**config.mk**
```make
export PLATFORM = sky130hd
export DESIGN_NAME = fpu_ss_int_wb
export DESIGN_NICKNAME = d
export VERILOG_FILES = /design/src/rtl/fpu_ss_pkg.sv /design/src/rtl/fpu_ss_wb_fifo.sv /design/src/rtl/fpu_ss_int_wb.sv
export SDC_FILE = /design/constraint.sdc
export NUM_CORES = 1
export LEC_CHECK = 0
export BUFFER_PORTS_ARGS = -buffer_cell sky130_fd_sc_hd__buf_4
export CORE_MARGIN = 4
export CORE_UTILIZATION = 45
export CTS_CLUSTER_DIAMETER = 100
export DETAILED_ROUTE_END_ITERATION = 6
export PLACE_DENSITY_LB_ADDON = 0.3
export SYNTH_ARGS = -nofsm -noshare
export SYNTH_HDL_FRONTEND = slang
export SYNTH_SLANG_ARGS = --single-unit
```
**constraint.sdc**
```tcl
create_clock -name clk_i -period 3.2 [get_ports clk_i]
set_input_delay 0.48 -clock clk_i [delete_from_list [all_inputs] [get_ports clk_i]]
set_output_delay 0.48 -clock clk_i [all_outputs]
set_load 0.01 [all_outputs]
```
**src/rtl/fpu_ss_pkg.sv**
```systemverilog
// Shared types and constants for the fpu_ss integer writeback path.
package fpu_ss_pkg;

  localparam int unsigned CSR_WB_DEPTH_DEFAULT = 2;
  // Storage width for ids; instances use the low ID_WIDTH bits.
  localparam int unsigned IntWbIdMaxWidth = 8;

  typedef struct packed {
    logic [IntWbIdMaxWidth-1:0] id;
    logic [4:0]                 rd;
    logic [31:0]                data;
    logic                       we;
  } int_wb_entry_t;

  typedef enum logic {
    GrantFpu = 1'b0,
    GrantCsr = 1'b1
  } grant_e;

endpackage

```
**src/rtl/fpu_ss_wb_fifo.sv**
```systemverilog
// Small FIFO for writeback entries; push and pop in the same cycle are legal when full.
module fpu_ss_wb_fifo #(
  parameter int unsigned Depth   = 2,
  parameter type         entry_t = logic,
  localparam int unsigned CntW   = $clog2(Depth + 1)
) (
  input  logic            clk_i,
  input  logic            rst_i,
  input  logic            push_i,
  input  entry_t          data_i,
  input  logic            pop_i,
  output entry_t          data_o,
  output logic            full_o,
  output logic            empty_o,
  output logic [CntW-1:0] count_o
);

  localparam int unsigned PtrW = (Depth > 1) ? $clog2(Depth) : 1;

  logic [PtrW-1:0] r_wptr, r_rptr;
  logic [CntW-1:0] r_count;
  entry_t          r_mem [Depth];
  logic            w_push, w_pop;

  function automatic logic [PtrW-1:0] ptr_inc(input logic [PtrW-1:0] p);
    return (p == PtrW'(Depth - 1)) ? '0 : p + 1'b1;
  endfunction

  assign full_o  = (r_count == CntW'(Depth));
  assign empty_o = (r_count == '0);
  assign count_o = r_count;
  assign w_pop   = pop_i & ~empty_o;
  // A full FIFO still accepts a push when the head leaves in the same cycle.
  assign w_push  = push_i & (~full_o | w_pop);
  assign data_o  = r_mem[r_rptr];

  // Pointer and occupancy bookkeeping.
  always_ff @(posedge clk_i or posedge rst_i) begin
    if (rst_i) begin
      r_wptr  <= '0;
      r_rptr  <= '0;
      r_count <= '0;
    end else begin
      if (w_push) r_wptr <= ptr_inc(r_wptr);
      if (w_pop)  r_rptr <= ptr_inc(r_rptr);
      if (w_push && !w_pop)      r_count <= r_count + 1'b1;
      else if (!w_push && w_pop) r_count <= r_count - 1'b1;
    end
  end

  // Entry storage; contents are qualified by the count, so no reset needed.
  always_ff @(posedge clk_i) begin
    if (w_push) r_mem[r_wptr] <= data_i;
  end

endmodule

```
**src/rtl/fpu_ss_int_wb.sv**
```systemverilog
// Buffers CSR writeback pulses and arbitrates them against FPU integer results
// onto a registered valid/ready result channel towards the core.
module fpu_ss_int_wb
  import fpu_ss_pkg::*;
#(
  parameter int unsigned CSR_DEPTH = CSR_WB_DEPTH_DEFAULT,
  parameter int unsigned ID_WIDTH  = 4
) (
  input  logic                clk_i,
  input  logic                rst_i,
  input  logic                csr_wb_i,
  input  logic [4:0]          csr_wb_addr_i,
  input  logic [ID_WIDTH-1:0] csr_wb_id_i,
  input  logic [31:0]         csr_rdata_i,
  output logic                csr_stall_o,
  input  logic                fpu_valid_i,
  output logic                fpu_ready_o,
  input  logic [4:0]          fpu_rd_i,
  input  logic [ID_WIDTH-1:0] fpu_id_i,
  input  logic [31:0]         fpu_data_i,
  input  logic                fpu_we_i,
  output logic                x_result_valid_o,
  input  logic                x_result_ready_i,
  output logic [ID_WIDTH-1:0] x_result_id_o,
  output logic [4:0]          x_result_rd_o,
  output logic [31:0]         x_result_data_o,
  output logic                x_result_we_o,
  output logic                overflow_o
);

  localparam int unsigned CntW = $clog2(CSR_DEPTH + 1);

  int_wb_entry_t   w_csr_entry, w_fpu_entry, w_head;
  logic            w_full, w_empty;
  logic [CntW-1:0] w_count;
  logic            w_can_load, w_csr_req, w_csr_pref, w_csr_grant, w_fpu_grant, w_fpu_ready;

  logic            r_valid;
  int_wb_entry_t   r_out;
  grant_e          r_last_grant;
  logic            r_overflow;

  // Build the entries offered by both sources.
  always_comb begin
    w_csr_entry      = '0;
    w_csr_entry.id   = IntWbIdMaxWidth'(csr_wb_id_i);
    w_csr_entry.rd   = csr_wb_addr_i;
    w_csr_entry.data = csr_rdata_i;
    w_csr_entry.we   = (csr_wb_addr_i != 5'd0);
    w_fpu_entry      = '0;
    w_fpu_entry.id   = IntWbIdMaxWidth'(fpu_id_i);
    w_fpu_entry.rd   = fpu_rd_i;
    w_fpu_entry.data = fpu_data_i;
    w_fpu_entry.we   = fpu_we_i;
  end

  fpu_ss_wb_fifo #(
    .Depth   (CSR_DEPTH),
    .entry_t (int_wb_entry_t)
  ) u_csr_fifo (
    .clk_i   (clk_i),
    .rst_i   (rst_i),
    .push_i  (csr_wb_i),
    .data_i  (w_csr_entry),
    .pop_i   (w_csr_grant),
    .data_o  (w_head),
    .full_o  (w_full),
    .empty_o (w_empty),
    .count_o (w_count)
  );

  // Round-robin arbitration; a full FIFO takes priority since CSR pulses cannot stall.
  always_comb begin
    w_can_load  = ~r_valid | x_result_ready_i;
    w_csr_req   = ~w_empty;
    w_csr_pref  = w_full | (r_last_grant == GrantFpu);
    w_csr_grant = w_can_load & w_csr_req & (~fpu_valid_i | w_csr_pref);
    // Independent of fpu_valid_i: FPU is ready whenever CSR would not win a tie.
    w_fpu_ready = w_can_load & (~w_csr_req | ~w_csr_pref);
    w_fpu_grant = w_fpu_ready & fpu_valid_i;
  end

  // Output register, grant history and sticky overflow flag.
  always_ff @(posedge clk_i or posedge rst_i) begin
    if (rst_i) begin
      r_valid      <= 1'b0;
      r_out        <= '0;
      r_last_grant <= GrantFpu;
      r_overflow   <= 1'b0;
    end else begin
      if (w_can_load) begin
        r_valid <= w_csr_grant | w_fpu_grant;
        if (w_csr_grant) begin
          r_out        <= w_head;
          r_last_grant <= GrantCsr;
        end else if (w_fpu_grant) begin
          r_out        <= w_fpu_entry;
          r_last_grant <= GrantFpu;
        end
      end
      if (csr_wb_i && w_full && !w_csr_grant) r_overflow <= 1'b1;
    end
  end

  // The count is registered, so the stall leaves room for the pulse already in flight.
  assign csr_stall_o      = (w_count >= CntW'(CSR_DEPTH - 1));
  assign fpu_ready_o      = w_fpu_ready & ~rst_i;
  assign x_result_valid_o = r_valid;
  assign x_result_id_o    = r_out.id[ID_WIDTH-1:0];
  assign x_result_rd_o    = r_out.rd;
  assign x_result_data_o  = r_out.data;
  assign x_result_we_o    = r_out.we;
  assign overflow_o       = r_overflow;

  if (ID_WIDTH < IntWbIdMaxWidth) begin : g_id_unused
    logic w_unused_id;
    assign w_unused_id = ^r_out.id[IntWbIdMaxWidth-1:ID_WIDTH];
  end

endmodule

```
# --- Word level (Yosys, flattened, before mapping) ---
# Memory sizes are Yosys's and may differ from the RTL's.
# Index checks and enable logic that the tools add are counted.
totals:
  wordCells: 59
  output_inout_bits: 46
  mem_bits_rw: 84
  reg_bits: 49
  mem_count: 1
  input_bits: 88
op_classes:
  reduce_logical: 12
  eq_ne: 1
  add_sub_neg: 4
  n_mux: 10
  magnitude_cmp: 1
  bitwise_logic: 20
mem_list:
  columns: ["memory", "depth", "width", "read_ports", "rd_clocked_by_memory_dff", "wr", "line", "text"]
  rows:
  - ["u_csr_fifo.r_mem", 2, 42, 1, 0, 1, "fpu_ss_wb_fifo.sv:22", "entry_t r_mem [Depth];"]
op_table:
  columns: ["op", "n"]
  rows:
  - ["$mux 42", 2]
  - ["$and 1x1->1", 7]
  - ["$not 1->1", 7]
  - ["$mux 1", 6]
  - ["$or 1x1->1", 6]
  - ["$reduce_bool 5->1", 1]
  - ["$logic_and 1x1->1", 4]
  - ["$mux 2", 2]
  - ["$reduce_bool 2->1", 2]
  - ["$logic_not 1->1", 3]
  - ["$add 1x1->1 const B", 2]
  - ["$add 2x1->2 const B", 1]
  - ["$eq 2x2->1 const B", 1]
  - ["$ge 2x1->1 const B", 1]
  - ["$logic_not 2->1", 1]
  - ["$reduce_and 2->1", 1]
  - ["$sub 2x1->2 const B", 1]

# --- Logic depth before layout (Yosys ltp) ---
# Gate-level depths: netlist of the first run.
depth:
  word_depth: 11
  depth_mapped: 9
  depth_no_buf: 8

# --- Cells and area by module ---
# A second synthesis of the first run with hierarchy kept.
unflattened:
  hier_cells: 378
  area_unflattened_um2: 5982.0
by_module_without_submodules:
  columns: ["mod", "instances", "seq_area_each_um2", "cells_per_inst", "area_per_inst_um2"]
  rows:
  - ["fpu_ss_wb_fifo", 1, 2862.7, 163, 3656.0]
  - ["fpu_ss_int_wb", 1, 1126.1, 215, 2326.0]

# --- Worst setup path after synthesis of the first run ---
# No wires, ideal clock.
synth_path:
  path_type: "flip-flop to flip-flop"
  start: "register u_csr_fifo.r_count[0], in the netlist u_csr_fifo.count_o[0]"
  end: "memory u_csr_fifo.r_mem[0][0] in the netlist's numbering (enable)"
  required_time_ns: 2.759
  n_path_buf: 0
  slack_ns: 0.009
  stages_incl_launch_ff: 6
  arrival_time_ns: 2.750
  cell_sequence: "dfrtp_1 inv_1 ha_1 o21ai_0 nand2_1 nor2_1"
synth_between:
  elab_chain_len: 9
synth_lines:
  columns: ["item", "line", "text"]
  rows:
  - ["start, declared", "fpu_ss_wb_fifo.sv:21", "logic [CntW-1:0] r_count;"]
  - ["start signal, assigned", "fpu_ss_wb_fifo.sv:46", "if (w_push && !w_pop) r_count <= r_count + 1'b1;"]
  - ["start signal, assigned", "fpu_ss_wb_fifo.sv:47", "else if (!w_push && w_pop) r_count <= r_count - 1'b1;"]
  - ["$eq 2x2->1 or $logic_not 2->1 (tied branches)", "fpu_ss_wb_fifo.sv:29, fpu_ss_wb_fifo.sv:30", null]
  - ["$or 1x1->1 or $not 1->1 (tied branches)", "fpu_ss_int_wb.sv:76, fpu_ss_wb_fifo.sv:32, fpu_ss_int_wb.sv:75", null]
  - ["$or 1x1->1 or $and 1x1->1 (tied branches)", "fpu_ss_int_wb.sv:77", "w_csr_grant = w_can_load & w_csr_req & (~fpu_valid_i | w_csr_pref);"]
  - ["$and 1x1->1", "fpu_ss_int_wb.sv:77", null]
  - ["$and 1x1->1", "fpu_ss_wb_fifo.sv:32", "assign w_pop = pop_i & ~empty_o;"]
  - ["$or 1x1->1 (*)", "fpu_ss_wb_fifo.sv:34", "assign w_push = push_i & (~full_o | w_pop);"]
  - ["$and 1x1->1 (*)", "fpu_ss_wb_fifo.sv:34", null]
  - ["$mux 1 (*)", "fpu_ss_wb_fifo.sv:53", "if (w_push) r_mem[r_wptr] <= data_i;"]
  - ["$mux 1 (implied by the code) (*)", "fpu_ss_wb_fifo.sv:53", null]
  - ["end, declared", "fpu_ss_wb_fifo.sv:22", null]
# Every way passes the cells marked *; elsewhere a longest branch is shown, timed or not.

# --- Worst setup path after layout of the first run ---
layout_path:
  start: "register u_csr_fifo.r_count[0], in the netlist u_csr_fifo.count_o[0]"
  end: "memory u_csr_fifo.r_mem[1][33] in the netlist's numbering (enable)"
# The elaborated chain is that of the path after synthesis.

==> out/qor.yml, run 1 <==
post_synth_fa_ha_maj_area_fraction: 0.00927
postSynthNetCount: 453
syn2layout_area_growth_pct: 31.8
worstMarginPinSlew_ps: 727
cts_tree: "built"
die_footprint_um2: 13800
first_global_vias: 3723
drt-vias-per-instance: 5.19
route.detailed.wl_per_inst_um: 17.5
report.power.total_w: 0.00727
place.gp.congestion: 0.758
total_leakage_power_nw: 3.00
cts_hold_buffers: 0
post-route-worst-setup-slack_ps: 976
synth.lib_cells_used.distinct: 29
track_usage: 0.170
grt_max_degree: 53
synth_area_per_cell_um2: 15.0
worst-endpoint-arrival_ps: 2330
num_cts_buffers: 17
nFillCells: 902
grt-ovfl-total: 0
boundaryPins: 134
pre_cts_ws_ps: 955
post-route-drc-count: 0
clk_path_buf_depth: 2
place.port_buffers: 133
vias: 3402
layout_min_cycle_time_ps: 2220
die_y_um: 118
rsz0062_at_grt: "false"
design.core.area_um2: 11600
maxCapViolations: 0
critical_path_peak_fanout: 26
r2r_start: "u_csr_fifo.count_o[0]$_DFFE_PP0P_"
async_flop_share: 0.368
numClockSinks: 133
synth_seq_area_share: 0.694
clock_skew_ps: 9.79
p_per_area_nw_per_um2: 1020
timing.final.crit_share: 0.695
hold_viol: 0
final_core_utilization: 0.615
critical_path.startpoint_type: "flop"
startpoint_of_the_worst_setup_timing_path: "u_csr_fifo.count_o[0]$_DFFE_PP0P_"
synth_seq_cells: 133
post_cts_resize_count: 0
critPathKind: "reg -> reg"
floorplan.die.width_um: 118
synth_top_family_by_area: "compound AO/OA/AOI/OAI gates"
worst_hold_slack_across_all_endpoints_ps: 218
ys_warn_count: 0
final.setup.tns_ps: 0
final_nets: 592
first_iter_violations: 184
antenna_cells_inserted: 0
setup_violations: 0
result_of_the_run: "complete, no violations"
yosys.area_share.xor_xnor: 0.00649
yosys_most_used_dff: "sky130_fd_sc_hd__edfxtp_1"
irDropWorstVdd_mv: 0.547
fmax_mhz: 450
initial_core_util: 0.467
drive_gt1_frac: 0.427
synth-simple-area-share: 0.0424
netlist_area_um2: 5400
top_area_cell_type_share_of_the_netlist_area: 0.467
clock_latency_ps: 400
slew_headroom: 0.515
post-synth-top-area-cell: "sky130_fd_sc_hd__edfxtp_1"
worst_setup_path_end_kind: "flop"
edff_count_synth: 84
drt_first_pass_iters: 4
h-tree-depth: 4
synth_compound_gate_area_share: 0.136
netlist_top_cells_area: "sky130_fd_sc_hd__edfxtp_1, sky130_fd_sc_hd__dfrtp_1, sky130_fd_sc_hd__mux2i_1"
synthMuxAreaShare: 0.0779
drt-total-wl_um: 11500
synthMostInstantiatedCell: "sky130_fd_sc_hd__edfxtp_1"
finalMaxSlewViolations: 0
cts_setup_buffers: 0
critical_path_required_ps: 3300
antenna_found_initial: 0
synth_common_cells: "sky130_fd_sc_hd__edfxtp_1, sky130_fd_sc_hd__dfrtp_1, sky130_fd_sc_hd__nand2_1"
drtAntennaViolNets: 0
root_buffer_cell: "sky130_fd_sc_hd__clkbuf_16"
hold_path_class: "in -> async"
wire_length_of_the_first_global_routing_pass_um: 18600
clkTransAtPathRegs_ps: 60
post-dp-hpwl_um: 7710
floorplan.rows: 39
synthCells: 361
==> final timing paths <==
path                                                          end  slack (ps)  depth (start not counted)
worst max register to register  u_csr_fifo.r_mem[1][33]$_DFFE_PP_         980                          5
max in group asynchronous            x_result_id_o[3]$_DFFE_PP0P_        2240                          3
min in group clk_i              u_csr_fifo.r_mem[0][27]$_DFFE_PP_         260                          1
worst max-delay path            u_csr_fifo.r_mem[1][33]$_DFFE_PP_         980                          5
worst min register to register             overflow_o$_DFFE_PP0P_         490                          1
worst min-delay path                 x_result_valid_o$_DFFE_PP0N_         220                          2
==> layout make-up <==
type / instances / area [um2] / area share
clock buffer: 19 / 443 / 0.0622
sequential: 133 / 3750 / 0.527
clock inverter: 13 / 124 / 0.0174
timing repair buffer: 143 / 1100 / 0.154
multi-input combinational: 198 / 1500 / 0.210
inverter: 7 / 26.3 / 0.00369
tap: 143 / 179 / 0.0251
==> kinds of logic (layout without fill, tap and decap cells) <==
logic type / Yosys count / in the layout
buf+inv: 30 / 182
xor+xnor: 4 / 4
fa+ha+maj: 4 / 4
compound gates: 91 / 91
flops: 133 / 133
simple gates: 57 / 57
mux: 42 / 42
==> worst max-delay path: stages (launching register included) <==
cell	delay (ps)
sky130_fd_sc_hd__dfrtp_1	400
sky130_fd_sc_hd__inv_1	100
sky130_fd_sc_hd__ha_1	240
sky130_fd_sc_hd__o21ai_0	240
sky130_fd_sc_hd__and3_2	650
sky130_fd_sc_hd__buf_4	300
==> report_power, final <==
part           total, W  switching (W)  leakage (nW)  internal (W)
combinational   0.00270        0.00145          1.39       0.00124
clock           0.00182       0.000725         0.271       0.00110
sequential      0.00275       0.000292          1.33       0.00246
==> per-layer routing <==
metal,share of wire,vias up,global-route usage
li1,-,1627,-
met1,0.40,1665,0.198
met2,0.53,95,0.306
met3,0.050,15,0.0457
met4,0.013,0,0.0579
met5,0,-,0
==> cell usage in the layout (no fill, tap or decap), types with 3 or more instances in the layout <==
| cell | synthesis | layout |
|---|---|---|
| sky130_fd_sc_hd__buf_4 | 2 | 141 |
| sky130_fd_sc_hd__edfxtp_1 | 84 | 84 |
| sky130_fd_sc_hd__dfrtp_1 | 49 | 48 |
| sky130_fd_sc_hd__nand2_1 | 47 | 47 |
| sky130_fd_sc_hd__mux2i_1 | 42 | 42 |
| sky130_fd_sc_hd__a22oi_1 | 34 | 34 |
| sky130_fd_sc_hd__a21oi_2 | 28 | 28 |
| sky130_fd_sc_hd__clkbuf_16 | 0 | 17 |
| sky130_fd_sc_hd__a21oi_1 | 14 | 14 |
| sky130_fd_sc_hd__a22oi_2 | 8 | 8 |
| sky130_fd_sc_hd__inv_1 | 6 | 5 |
| sky130_fd_sc_hd__ha_1 | 4 | 4 |
| sky130_fd_sc_hd__inv_6 | 0 | 4 |
| sky130_fd_sc_hd__nor2_1 | 4 | 3 |
| sky130_fd_sc_hd__xnor2_1 | 3 | 3 |
| sky130_fd_sc_hd__o21ai_0 | 3 | 3 |
| sky130_fd_sc_hd__clkinv_4 | 0 | 3 |
| sky130_fd_sc_hd__clkinvlp_4 | 0 | 3 |
==> per-stage QoR <==
stage	area, um2	cells
after floorplan	5400	361
after global placement	6550	624
after detailed placement	6550	624
after CTS	7120	656
after global routing	7120	656
final	7120	656
==> sequential cells by signal, indices dropped and copies added, names as in the netlist, 2 cells and up <==
| signal | count |
|---|---|
| x_result_data_o | 32 |
| u_csr_fifo.r_mem | 84 |
| x_result_id_o | 4 |
| x_result_rd_o | 5 |
| u_csr_fifo.count_o | 2 |
No activity file was read; power rests on OpenSTA's default activity.
==> inputs of run 2 (changes only) <==
--- a/config.mk
+++ b/config.mk
@@ -5,6 +5,7 @@
 export SDC_FILE = /design/constraint.sdc
 export NUM_CORES = 1
 export LEC_CHECK = 0
+export ABC_AREA = 1
 export BUFFER_PORTS_ARGS = -buffer_cell sky130_fd_sc_hd__buf_4
 export CORE_MARGIN = 4
 export CORE_UTILIZATION = 45
==> constraint.sdc (replaced) <==
create_clock -name clk_i -period 2.2 [get_ports clk_i]
set_input_delay 0.33 -clock clk_i [delete_from_list [all_inputs] [get_ports clk_i]]
set_output_delay 0.33 -clock clk_i [all_outputs]
set_load 0.01 [all_outputs]
==> run 2 against run 1 <==
Net effect: utilization rose by 0.33 points; sequential power up 44%; final cell count is 38% higher; global-route usage increased by 2.7 points; hold slack worse by 120 ps; clock power increased by 52%; largest power group is now combinational logic; critical path depth grew 3.
==> out/qor.yml, run 2 <==
result_of_the_run: "complete, no violations"
p_per_area_nw_per_um2: 1480  # +45%
cts_hold_buffers: 0  # unchanged
worst_hold_slack_across_all_endpoints_ps: 102  # -116 ps
irDropWorstVdd_mv: 0.718  # +31%
clock_skew_ps: 5.95  # -3.84 ps
async_flop_share: 0.368  # unchanged
post_cts_resize_count: 0  # unchanged
final-seq-area_um2: 3750  # unchanged
initial_core_util: 0.469  # +0.00222
route.detailed.wl_per_inst_um: 15.4  # -12%
critical_path_peak_fanout: 42  # +62%
area_taken_by_multi_input_logic_gates_um2: 1810  # +21%
synthCells: 591  # +64%
final.setup.tns_ps: 0  # unchanged
power.share.combinational: 0.398  # +0.027
design.core.area_um2: 12200  # +5.6%
post-synth-top-area-cell: "sky130_fd_sc_hd__edfxtp_1"
place.port_buffers: 133  # unchanged
critical-path-max-stage-delay_ps: 430  # -220 ps
drt-vias-per-instance: 4.99  # -3.9%
hold_viol: 0  # unchanged
wire_length_of_the_first_global_routing_pass_um: 22300  # +20%
sequentialPowerShare: 0.354  # -0.024
place.gp.congestion: 0.792  # +4.4%
total_leakage_power_nw: 3.65  # +22%
critical_path.startpoint_type: "flop"
globalRouteMet3Util: 0.0444  # -0.00122
drive_gt1_frac: 0.262  # -0.165
synth_seq_cells: 133  # unchanged
post-dp-hpwl_um: 9020  # +17%
layout_min_cycle_time_ps: 1850  # -374 ps
drt_first_pass_iters: 4  # unchanged
track_usage: 0.197  # +0.0268
drtAntennaViolNets: 0  # unchanged
netlist_top_cells_area: "sky130_fd_sc_hd__edfxtp_1, sky130_fd_sc_hd__dfrtp_1, sky130_fd_sc_hd__nand2_1"
numClockSinks: 133  # unchanged
mostFrequentLayoutCells: "sky130_fd_sc_hd__nand2_1, sky130_fd_sc_hd__buf_4, sky130_fd_sc_hd__nand3_1, sky130_fd_sc_hd__edfxtp_1, sky130_fd_sc_hd__dfrtp_1"
grt.busiest_layer: "met2"
pre_cts_ws_ps: 343  # -612 ps
largest_reg_flops: 84  # unchanged
maxCapViolations: 0  # unchanged
setup_violations: 0  # unchanged
root_buffer_cell: "sky130_fd_sc_hd__clkbuf_16"
final_core_utilization: 0.619  # +0.00327
total_switching_power_w: 0.00421  # +71%
report.power.total_w: 0.0112  # +54%
worst_setup_path_end_kind: "flop"
grt_max_degree: 62  # +17%
num_cts_buffers: 17  # unchanged
groute.layer.met1.usage: 0.254  # +0.0560
critical_path_required_ps: 2290  # -1010 ps
first_global_vias: 4568  # +23%
rsz0062_at_grt: "false"
first_iter_violations: 303  # +65%
largest-register: "u_csr_fifo.r_mem"
antenna_found_initial: 0  # unchanged
ys_warn_count: 0  # unchanged
power.share.clock: 0.248  # -0.003
hold_path_class: "in -> reg"
clock_latency_ps: 410  # about the same
post-route-drc-count: 0  # unchanged
postSynthNetCount: 683  # +51%
h-tree-depth: 4  # unchanged
final_nets: 813  # +37%
swShare: 0.376  # +0.0367
critPathKind: "reg -> reg"
slew_headroom: 0.557  # +0.0426
worst-endpoint-arrival_ps: 1940  # -390 ps
vias: 4497  # +32%
cp_slowest_cell: "sky130_fd_sc_hd__dfrtp_1"
netlist_area_um2: 5730  # +6.1%
synth.lib_cells_used.distinct: 23  # -21%
floorplan.die.width_um: 121  # +2.8%
finalMaxSlewViolations: 0  # unchanged
synth_area_per_cell_um2: 9.69  # -35%
p_int_w: 0.00698  # +45%
top_area_cell_type_share_of_the_netlist_area: 0.440  # -0.0269
die_y_um: 121  # +2.8%
drt-total-wl_um: 13900  # +21%
grtUsageMet2: 0.331  # +0.0255
synth_common_cells: "sky130_fd_sc_hd__nand2_1, sky130_fd_sc_hd__nand3_1, sky130_fd_sc_hd__edfxtp_1"
synth_seq_area_share: 0.655  # -0.0399
syn2layout_area_growth_pct: 31.9  # about the same
synthMostInstantiatedCell: "sky130_fd_sc_hd__nand2_1"
boundaryPins: 134  # unchanged
edff_count_synth: 84  # unchanged
clk_path_buf_depth: 2  # unchanged
fmax_mhz: 541  # +20%
antenna_cells_inserted: 0  # unchanged
worstMarginPinSlew_ps: 664  # -62.8 ps
cts_tree: "built"
cts_setup_buffers: 0  # unchanged
yosys_most_used_dff: "sky130_fd_sc_hd__edfxtp_1"
floorplan.rows: 40  # +2.6%
grt-ovfl-total: 0  # unchanged
post-route-worst-setup-slack_ps: 350  # -626 ps
timing.final.crit_share: 0.841  # +0.146
crit_chain: "inv_1 -> ha_1 -> inv_1 -> nand3_4 -> nand2_4 -> nand2_4 -> nor2_4 -> buf_12"
die_footprint_um2: 14600  # +5.7%
nFillCells: 1009  # +12%
layout.cells.most_common: "sky130_fd_sc_hd__nand2_1"
clkTransAtPathRegs_ps: 60  # about the same
## run 2: worst max-delay path: cells and delay by family, from the launching register on
| kind | cells | cell delay (ps) |
|---|---|---|
| DFF | 1 | 430 |
| buffers and inverters | 3 | 460 |
| adders and majority gates | 1 | 230 |
| and+or+nand+nor | 4 | 400 |
## run 2: through the flow
| stage | instance area [um2] | std cells |
|---|---|---|
| 3_3_place_gp | 6950 | 870 |
| 3_5_place_dp | 6950 | 870 |
| 5_1_grt | 7550 | 902 |
| 4_1_cts | 7550 | 902 |
| 2_1_floorplan | 5780 | 591 |
| 6_report | 7550 | 902 |
## run 2: path summary, 6_finish.rpt
check                                                   from                                 to  slack [ps]  cells past startpoint
max                        u_csr_fifo.count_o[1]$_DFFE_PP0P_  u_csr_fifo.r_mem[1][17]$_DFFE_PP_         350                      8
min                                           csr_rdata_i[8]   u_csr_fifo.r_mem[1][9]$_DFFE_PP_         100                      1
max reg2reg                u_csr_fifo.count_o[1]$_DFFE_PP0P_  u_csr_fifo.r_mem[1][17]$_DFFE_PP_         350                      8
min reg2reg                    u_csr_fifo.r_wptr$_DFFE_PP0N_      u_csr_fifo.r_wptr$_DFFE_PP0N_         500                      2
max in group asynchronous                              rst_i      u_csr_fifo.r_rptr$_DFFE_PP0P_        1600                      3
min in group asynchronous                              rst_i    x_result_data_o[28]$_DFFE_PP0P_         110                      3
## run 2: final cells by class
cell class	instances	area share
well taps	168	0.0278
multi-input cells	410	0.239
clock inverters	9	0.00779
clock buffers	23	0.0719
inverters	13	0.00696
flip-flops and latches	133	0.496
repair buffers	146	0.150
## run 2: power by group through the flow
stage / Clock (W) / Combinational [W] / Sequential [W]
floorplan: 0 / 0.00283 / 0.00407
global placement: 0 / 0.00434 / 0.00397
detailed placement: 0 / 0.00447 / 0.00401
CTS: 0.00282 / 0.00451 / 0.00397
global route: 0.00293 / 0.00504 / 0.00404
finish: 0.00277 / 0.00445 / 0.00397
## run 2: cells by family after synthesis
| logic type | share of synthesized area |
|---|---|
| fa+ha+maj | 0.00874 |
| buf+inv | 0.0417 |
| compound gates | 0.00306 |
| flops | 0.655 |
| xor+xnor | 0.00459 |
| simple gates | 0.287 |
## run 2: per-layer routing
metal | wire (um) | share of wire
met5 | 0 | 0
met4 | 187 | 0.013
met3 | 751 | 0.054
met2 | 7020 | 0.50
met1 | 5970 | 0.43
